**config.mk**
```make
export PLATFORM = sky130hd
export DESIGN_NAME = alu_sequencer_flat
export DESIGN_NICKNAME = d
export VERILOG_FILES = /design/src/rtl/alu_pkg.sv /design/src/rtl/alu_sequencer_if.sv /design/src/rtl/alu_lat_lut.sv /design/src/rtl/alu_sequencer.sv /design/src/flat_wrapper.sv
export SDC_FILE = /design/constraint.sdc
export NUM_CORES = 1
export LEC_CHECK = 0
export CORE_MARGIN = 1.5
export CORE_UTILIZATION = 42
export DETAILED_ROUTE_END_ITERATION = 16
export GPL_TIMING_DRIVEN = 0
export PLACE_DENSITY = 0.8
export SYNTH_ARGS = -nofsm -noshare
export SYNTH_HDL_FRONTEND = slang
export SYNTH_SLANG_ARGS = --single-unit
```
**constraint.sdc**
```tcl
create_clock -name clk -period 2.2 [get_ports clk]
set_clock_uncertainty 0.1 [all_clocks]
set_input_delay 0.33 -clock clk [delete_from_list [all_inputs] [get_ports clk]]
set_output_delay 0.33 -clock clk [all_outputs]
set_load 0.02 [all_outputs]
```
**src/rtl/alu_pkg.sv**
```systemverilog
// rtl/alu_pkg.sv - shared opcode/funct codes, latency defaults and sequencer state type
package alu_pkg;

    // Instruction class driven on sorf
    localparam logic [1:0] SORF_IMM     = 2'b00;
    localparam logic [1:0] SORF_SPECIAL = 2'b01;
    localparam logic [1:0] SORF_FPU     = 2'b10;

    // Integer opcodes of interest
    localparam logic [5:0] OP_ADDI = 6'b001000;
    localparam logic [5:0] OP_IN   = 6'b111110;

    // FPU funct codes
    localparam logic [5:0] FN_FADD  = 6'b000000;
    localparam logic [5:0] FN_FSUB  = 6'b000001;
    localparam logic [5:0] FN_FMUL  = 6'b000010;
    localparam logic [5:0] FN_FSQRT = 6'b000100;

    // Default final latency-count values
    localparam int LAT_FADD_DEF  = 2;
    localparam int LAT_FSQRT_DEF = 4;

    // Latency counter saturates here rather than wrapping
    localparam logic [3:0] CNT_MAX = 4'hF;

    typedef enum logic [1:0] {
        ST_IDLE    = 2'd0,
        ST_EXEC    = 2'd1,
        ST_WAIT_IN = 2'd2,
        ST_DONE    = 2'd3
    } state_t;

    // IN is the only op that waits on the UART buffer instead of counting
    function automatic logic is_in_op(input logic [1:0] sorf, input logic [5:0] instr);
        return (sorf == SORF_IMM) && (instr == OP_IN);
    endfunction

endpackage

```
**src/rtl/alu_sequencer_if.sv**
```systemverilog
// rtl/alu_sequencer_if.sv - request, ALU-side and completion signals of the ALU sequencer
//
// Signals:
//   req_valid/req_ready/req_sorf/req_instr : issue handshake and request payload
//   flush                                   : abandon the current operation
//   alu_sorf/alu_instr/alu_latency          : class, opcode and latency count to the ALU
//   alu_is_in                               : one-cycle UART-buffer pop strobe
//   alu_in_valid/alu_d                      : ALU IN-ready flag and ALU result register
//   done/result/busy                        : completion pulse, captured result, activity flag
// Modports: slave = sequencer view, master = requester/ALU view.
interface alu_sequencer_if;
    logic        req_valid;
    logic        req_ready;
    logic [1:0]  req_sorf;
    logic [5:0]  req_instr;
    logic        flush;
    logic [1:0]  alu_sorf;
    logic [5:0]  alu_instr;
    logic [3:0]  alu_latency;
    logic        alu_is_in;
    logic        alu_in_valid;
    logic [31:0] alu_d;
    logic        done;
    logic [31:0] result;
    logic        busy;

    modport slave (
        input  req_valid, req_sorf, req_instr, flush, alu_in_valid, alu_d,
        output req_ready, alu_sorf, alu_instr, alu_latency, alu_is_in, done, result, busy
    );

    modport master (
        output req_valid, req_sorf, req_instr, flush, alu_in_valid, alu_d,
        input  req_ready, alu_sorf, alu_instr, alu_latency, alu_is_in, done, result, busy
    );
endinterface

```
**src/rtl/alu_lat_lut.sv**
```systemverilog
// rtl/alu_lat_lut.sv - combinational lookup of the final latency count for a class/opcode pair
//
// Ports:
//   i_sorf  : instruction class
//   i_instr : opcode or funct
//   o_lat   : final latency-count value L (0 for anything that is not a multi-cycle FPU op)
module alu_lat_lut
    import alu_pkg::*;
#(
    parameter int LAT_FADD  = LAT_FADD_DEF,
    parameter int LAT_FSQRT = LAT_FSQRT_DEF
) (
    input  logic [1:0] i_sorf,
    input  logic [5:0] i_instr,
    output logic [3:0] o_lat
);

    always_comb begin
        o_lat = 4'd0;
        if (i_sorf == SORF_FPU) begin
            case (i_instr)
                FN_FADD, FN_FSUB, FN_FMUL: o_lat = 4'(LAT_FADD);
                FN_FSQRT:                  o_lat = 4'(LAT_FSQRT);
                default:                   o_lat = 4'd0;
            endcase
        end
    end

endmodule

```
**src/rtl/alu_sequencer.sv**
```systemverilog
// rtl/alu_sequencer.sv - issues one op at a time to the ALU, counts its latency and captures the result
//
// Ports:
//   clk  : clock, rising edge
//   rstn : synchronous active-low reset
//   bus  : alu_sequencer_if.slave (request handshake, ALU drive, completion)
// Parameters:
//   LAT_FADD  : final latency count for FPU add/sub/mul
//   LAT_FSQRT : final latency count for FPU sqrt
module alu_sequencer
    import alu_pkg::*;
#(
    parameter int LAT_FADD  = LAT_FADD_DEF,
    parameter int LAT_FSQRT = LAT_FSQRT_DEF
) (
    input  logic            clk,
    input  logic            rstn,
    alu_sequencer_if.slave  bus
);

    state_t      r_state;
    state_t      w_next_state;
    logic [3:0]  r_cnt;
    logic [1:0]  r_sorf;
    logic [5:0]  r_instr;
    logic        r_done;
    logic [31:0] r_result;

    logic [3:0]  w_lat_final;
    logic        w_accept;
    logic        w_in_pop;
    logic        w_done_exit;

    alu_lat_lut #(
        .LAT_FADD  (LAT_FADD),
        .LAT_FSQRT (LAT_FSQRT)
    ) u_lat_lut (
        .i_sorf  (r_sorf),
        .i_instr (r_instr),
        .o_lat   (w_lat_final)
    );

    // A flush in IDLE blocks a same-cycle accept
    assign w_accept    = rstn && (r_state == ST_IDLE) && bus.req_valid && !bus.flush;
    // A flush in DONE suppresses both the done pulse and the result capture
    assign w_done_exit = (r_state == ST_DONE) && !bus.flush;

    always_ff @(posedge clk) begin
        if (!rstn) begin
            r_state <= ST_IDLE;
        end else begin
            r_state <= w_next_state;
        end
    end

    always_comb begin
        w_next_state = r_state;
        w_in_pop     = 1'b0;
        case (r_state)
            ST_IDLE: begin
                if (w_accept) begin
                    w_next_state = is_in_op(bus.req_sorf, bus.req_instr) ? ST_WAIT_IN : ST_EXEC;
                end
            end
            ST_EXEC: begin
                if (bus.flush) begin
                    w_next_state = ST_IDLE;
                end else if (r_cnt == w_lat_final) begin
                    w_next_state = ST_DONE;
                end
            end
            ST_WAIT_IN: begin
                // flush wins over alu_in_valid so the UART byte stays in the buffer
                if (bus.flush) begin
                    w_next_state = ST_IDLE;
                end else if (bus.alu_in_valid) begin
                    w_in_pop     = 1'b1;
                    w_next_state = ST_DONE;
                end
            end
            ST_DONE: begin
                w_next_state = ST_IDLE;
            end
            default: begin
                w_next_state = ST_IDLE;
            end
        endcase
    end

    always_ff @(posedge clk) begin
        if (!rstn) begin
            r_cnt    <= 4'd0;
            r_sorf   <= 2'b00;
            r_instr  <= 6'b000000;
            r_done   <= 1'b0;
            r_result <= 32'd0;
        end else begin
            r_done <= w_done_exit;
            if (w_done_exit) begin
                r_result <= bus.alu_d;
            end

            if (w_accept) begin
                r_sorf  <= bus.req_sorf;
                r_instr <= bus.req_instr;
                r_cnt   <= 4'd0;
            end else if ((r_state == ST_EXEC) && !bus.flush &&
                         (r_cnt != w_lat_final) && (r_cnt != CNT_MAX)) begin
                r_cnt <= r_cnt + 4'd1;
            end
        end
    end

    // Outputs are gated with rstn so they read as reset values for the whole reset window
    assign bus.req_ready   = rstn && (r_state == ST_IDLE);
    assign bus.busy        = rstn && (r_state != ST_IDLE);
    assign bus.alu_is_in   = rstn && w_in_pop;
    assign bus.alu_sorf    = bus.busy ? r_sorf  : 2'b00;
    assign bus.alu_instr   = bus.busy ? r_instr : 6'b000000;
    assign bus.alu_latency = (rstn && ((r_state == ST_EXEC) || (r_state == ST_DONE))) ? r_cnt : 4'd0;
    assign bus.done        = r_done;
    assign bus.result      = r_result;

endmodule

```
**src/flat_wrapper.sv**
```systemverilog
// flat-port wrapper written by rule: the top's interface ports become plain ports
module alu_sequencer_flat import alu_pkg::*;
#(
    parameter int LAT_FADD  = LAT_FADD_DEF,
    parameter int LAT_FSQRT = LAT_FSQRT_DEF
)
  (clk, rstn, bus_req_valid, bus_req_sorf, bus_req_instr, bus_flush, bus_alu_in_valid, bus_alu_d, bus_req_ready, bus_alu_sorf, bus_alu_instr, bus_alu_latency, bus_alu_is_in, bus_done, bus_result, bus_busy);
  alu_sequencer_if bus_i ();
  input  logic clk;
  input  logic rstn;
  input wire logic [$bits(bus_i.req_valid)-1:0] bus_req_valid;
  input wire logic [$bits(bus_i.req_sorf)-1:0] bus_req_sorf;
  input wire logic [$bits(bus_i.req_instr)-1:0] bus_req_instr;
  input wire logic [$bits(bus_i.flush)-1:0] bus_flush;
  input wire logic [$bits(bus_i.alu_in_valid)-1:0] bus_alu_in_valid;
  input wire logic [$bits(bus_i.alu_d)-1:0] bus_alu_d;
  output wire logic [$bits(bus_i.req_ready)-1:0] bus_req_ready;
  output wire logic [$bits(bus_i.alu_sorf)-1:0] bus_alu_sorf;
  output wire logic [$bits(bus_i.alu_instr)-1:0] bus_alu_instr;
  output wire logic [$bits(bus_i.alu_latency)-1:0] bus_alu_latency;
  output wire logic [$bits(bus_i.alu_is_in)-1:0] bus_alu_is_in;
  output wire logic [$bits(bus_i.done)-1:0] bus_done;
  output wire logic [$bits(bus_i.result)-1:0] bus_result;
  output wire logic [$bits(bus_i.busy)-1:0] bus_busy;
  assign bus_i.req_valid = bus_req_valid;
  assign bus_i.req_sorf = bus_req_sorf;
  assign bus_i.req_instr = bus_req_instr;
  assign bus_i.flush = bus_flush;
  assign bus_i.alu_in_valid = bus_alu_in_valid;
  assign bus_i.alu_d = bus_alu_d;
  assign bus_req_ready = bus_i.req_ready;
  assign bus_alu_sorf = bus_i.alu_sorf;
  assign bus_alu_instr = bus_i.alu_instr;
  assign bus_alu_latency = bus_i.alu_latency;
  assign bus_alu_is_in = bus_i.alu_is_in;
  assign bus_done = bus_i.done;
  assign bus_result = bus_i.result;
  assign bus_busy = bus_i.busy;
  alu_sequencer #(.LAT_FADD(LAT_FADD), .LAT_FSQRT(LAT_FSQRT)) u_core (.clk(clk), .rstn(rstn), .bus(bus_i));
endmodule
```
==> results.rst <==
.. list-table::
   :header-rows: 1

   * - Metric
     - Value
   * - Post-Syn Nets
     - 311
   * - Global route overflow
     - 0
   * - Wire length of the first global-routing pass
     - 8740 um
   * - Mean post-synth cell area
     - 8.11 um2
   * - Final Routed Wirelength
     - 5150 um
   * - Max-cap violation count
     - 0
   * - Share of synthesized registers carrying an async set or reset
     - 0%
   * - Antenna cells
     - 0
   * - End-of-flow core utilization
     - 67.0%
   * - Fmax
     - 0.480 GHz
   * - Max VDD drop
     - 382 uV
   * - Number of antenna violations at the first check in global routing
     - 0
   * - Distinct cells, synth
     - 34
   * - Most area-hungry cell type in the Yosys netlist
     - sky130_fd_sc_hd__dfxtp_1
   * - Final Critical Period
     - 2.08 ns
   * - Library cell contributing the largest single delay on the critical path
     - sky130_fd_sc_hd__clkdlybuf4s50_1
   * - Number of vias in the routed layout
     - 2057
   * - Number of antenna-violating nets in the routed design
     - 0
   * - Most common library cell in the layout ignoring fill and taps
     - sky130_fd_sc_hd__nand2_1
   * - Sequence of cells on the critical path
     - clkdlybuf4s50_1 > buf_6 > nor2b_1 > buf_4 > and2_1 > clkdlybuf4s15_2
   * - Detailed-route wire length on metal 1
     - 2100 um
   * - # Post-CTS Setup Buffers
     - 0
   * - Fraction of final layout cells sized beyond drive strength 1
     - 7.48%
   * - Vias in the first global route
     - 1993
   * - Placeable core area
     - 4790 um2
   * - WP buf/inv
     - 4
   * - Commonest cells after routing, fill and taps aside
     - sky130_fd_sc_hd__nand2_1 (86), sky130_fd_sc_hd__clkdlybuf4s50_1 (77), sky130_fd_sc_hd__dfxtp_1 (46), sky130_fd_sc_hd__a21boi_0 (31), sky130_fd_sc_hd__and2_1 (13)
   * - Status
     - completed
   * - CTS tree
     - built
   * - Placed wire-length estimate
     - 3910 um
   * - Final estimated routing congestion in global placement
     - 0.829
   * - Post-Place Worst Slack
     - -0.422 ns
   * - Ranking of synthesized cells by area
     - sky130_fd_sc_hd__dfxtp_1 (44%), sky130_fd_sc_hd__nand2_1 (15%), sky130_fd_sc_hd__a21boi_0 (11%)
   * - Number of cells in the design after placement
     - 420
   * - Share of the cycle needed by the critical path after routing
     - 94.6%
   * - Total CTS buffers
     - 5
   * - Part of the Yosys area used for sequential elements
     - 44.4%
   * - Pwr Density
     - 637 nW/um2
   * - Yosys warns
     - 0
   * - Pin count of the biggest net entering global routing
     - 16
   * - Max-Slew Margin vs Limit
     - 69.5%
   * - Total setup violations reported at the end of the flow
     - 0
   * - Synth Register Bits
     - 47
   * - Worst hold path type
     - reg -> reg
   * - Relative area change from synthesis to final layout
     - 51.4%
   * - Setup repair after global routing missed its margin
     - false
   * - CP Data Required Time
     - 1.77 ns
   * - Overall die width
     - 74.0 um
   * - Pin slew with the least headroom to its limit
     - 0.458 ns
   * - Worst-Skew Late Latency
     - 0.30 ns
   * - Met3 routed wirelength
     - 428 um
   * - Total GRT Usage
     - 20.4%
   * - Share of Yosys cell area claimed by the top area cell type
     - 44.4%
   * - Effective utilization at floorplan
     - 44.2%
   * - Power Total
     - 0.00204 W
   * - Number of DRC violations after detailed routing
     - 0
   * - TritonCTS Sinks
     - 47
   * - Maximum net fanout on the critical path
     - 10
   * - Kind of critical path
     - in -> out
   * - Hold WS
     - 0.355 ns
   * - Top metal layer carrying routed signals
     - met4
   * - Worst setup slack after layout
     - 0.118 ns
   * - Number of I/O port buffers
     - 92
   * - Height of the die
     - 74.0 um
   * - FP Rows
     - 25
   * - DRC marker count from the first detailed-route iteration
     - 88
   * - Number of I/O pins
     - 93
   * - Cells after synthesis
     - 261
   * - Mapped Area
     - 2120 um2
   * - Non-filler cells in the finished layout
     - 428
   * - Max H-tree Level
     - 2
   * - Library cell used as clock root buffer
     - sky130_fd_sc_hd__clkbuf_8
   * - WL met2
     - 2550 um
   * - Number of buffers on the longest clock path
     - 2
   * - Final layout net count
     - 410
   * - Largest delay contributor family on the critical path
     - buffers and inverters
   * - Clock transition at the registers of the reported paths
     - 0.08 ns
   * - Top flip-flop cell by instance count after synthesis
     - sky130_fd_sc_hd__dfxtp_1
   * - Post-synth EDFFs
     - 0
   * - P_leak
     - 1.18 nW
   * - Arrival @ worst endpoint
     - 1.65 ns
   * - Detailed-router iteration count before antenna repair
     - 4
   * - CP Launch Type
     - primary input
   * - Slowest cell delay on critical path
     - 0.50 ns
   * - Via count normalized by instance count
     - 4.81
   * - Count of pins over their slew limit
     - 0
   * - Hold Violations, Final
     - 0
   * - Total Die Area
     - 5480 um2
   * - Kind of end point of the critical path
     - output port
   * - Per-cell routed wire length
     - 12.0 um
-- area by class of cell --
| cell class | instances | area, um2 |
|---|---|---|
| fillers | 424 | 1580 |
| multi-input cells | 194 | 1100 |
| flip-flops and latches | 47 | 942 |
| repair buffers | 92 | 878 |
| well taps | 67 | 83.8 |
| plain buffers | 15 | 70.1 |
| clock buffers | 5 | 68.8 |
| clock inverters | 3 | 43.8 |
| inverters | 5 | 18.8 |
-- through the flow --
stage          area [um2]  TNS, ns
2_1_floorplan        2120        0
3_5_place_dp         3120    -4.27
6_report             3210        0
3_3_place_gp         3120    -4.01
4_1_cts              3230        0
5_1_grt              3210        0
-- final timing paths --
check                                             end  cells after the start  slack (ns)                  start
worst max register to register   u_core.bus.result[7]                      6        0.40      u_core.r_state[1]
worst max-delay path                  bus_alu_sorf[0]                      6        0.12                   rstn
worst min register to register  u_core.bus.result[18]                      2        0.36  u_core.bus.result[18]
worst min-delay path            u_core.bus.result[18]                      2        0.36  u_core.bus.result[18]
-- routing by layer --
metal / up-vias / track usage [%]
met5: - / 0
met4: 0 / 5.76
met3: 7 / 7.86
met2: 64 / 35.8
met1: 922 / 23.0
li1: 1064 / -
-- what timing repair did --
| action | in CTS | in global routing |
|---|---|---|
| hold buffers | 0 | 0 |
| pin swaps | 0 | 0 |
| endpoints found under the setup margin | 15 | 9 |
| gates resized for setup | 27 | 12 |
| cloned | 0 | 0 |
-- state kept, by name, summed over array words and instances (netlist names) --
name               cells
u_core.bus.result     32
u_core.r_instr         6
u_core.r_cnt           4
u_core.r_sorf          2
u_core.r_state         2
u_core.bus.done        1
-- logic make-up after synthesis --
group	Yosys count	share of synthesized area [%]
simple gates	128	27.8
flops	47	44.4
buf+inv	20	3.84
compound gates	60	20.5
fa+ha+maj	5	2.96
xor+xnor	1	0.414
-- cells in the mapped netlist, types with 3 or more instances --
master                     count
sky130_fd_sc_hd__a21boi_0     31
sky130_fd_sc_hd__nor2b_1       3
sky130_fd_sc_hd__clkbuf_1     12
sky130_fd_sc_hd__nand2b_1      5
sky130_fd_sc_hd__and2_1       13
sky130_fd_sc_hd__nor2_1        3
sky130_fd_sc_hd__and3_1        3
sky130_fd_sc_hd__a21boi_1     11
sky130_fd_sc_hd__ha_1          5
sky130_fd_sc_hd__dfxtp_1      47
sky130_fd_sc_hd__nand3_1       5
sky130_fd_sc_hd__nand4_1       3
sky130_fd_sc_hd__inv_1         4
sky130_fd_sc_hd__o21ai_0       4
sky130_fd_sc_hd__a21oi_1       6
sky130_fd_sc_hd__nand2_1      86
-- power breakdown --
group / switching (W) / internal (W)
combinational: 0.000237 / 0.000240
sequential: 0.0000328 / 0.000900
clock: 0.000292 / 0.000338
total: 0.000562 / 0.00148
-- tightest hold or removal path, cell delays in order, from the launching register on --
cell and delay, ns:
sky130_fd_sc_hd__dfxtp_1 0.32, sky130_fd_sc_hd__nand2_1 0.05, sky130_fd_sc_hd__a21boi_1 0.05
Power figures use the tool's default switching activity.
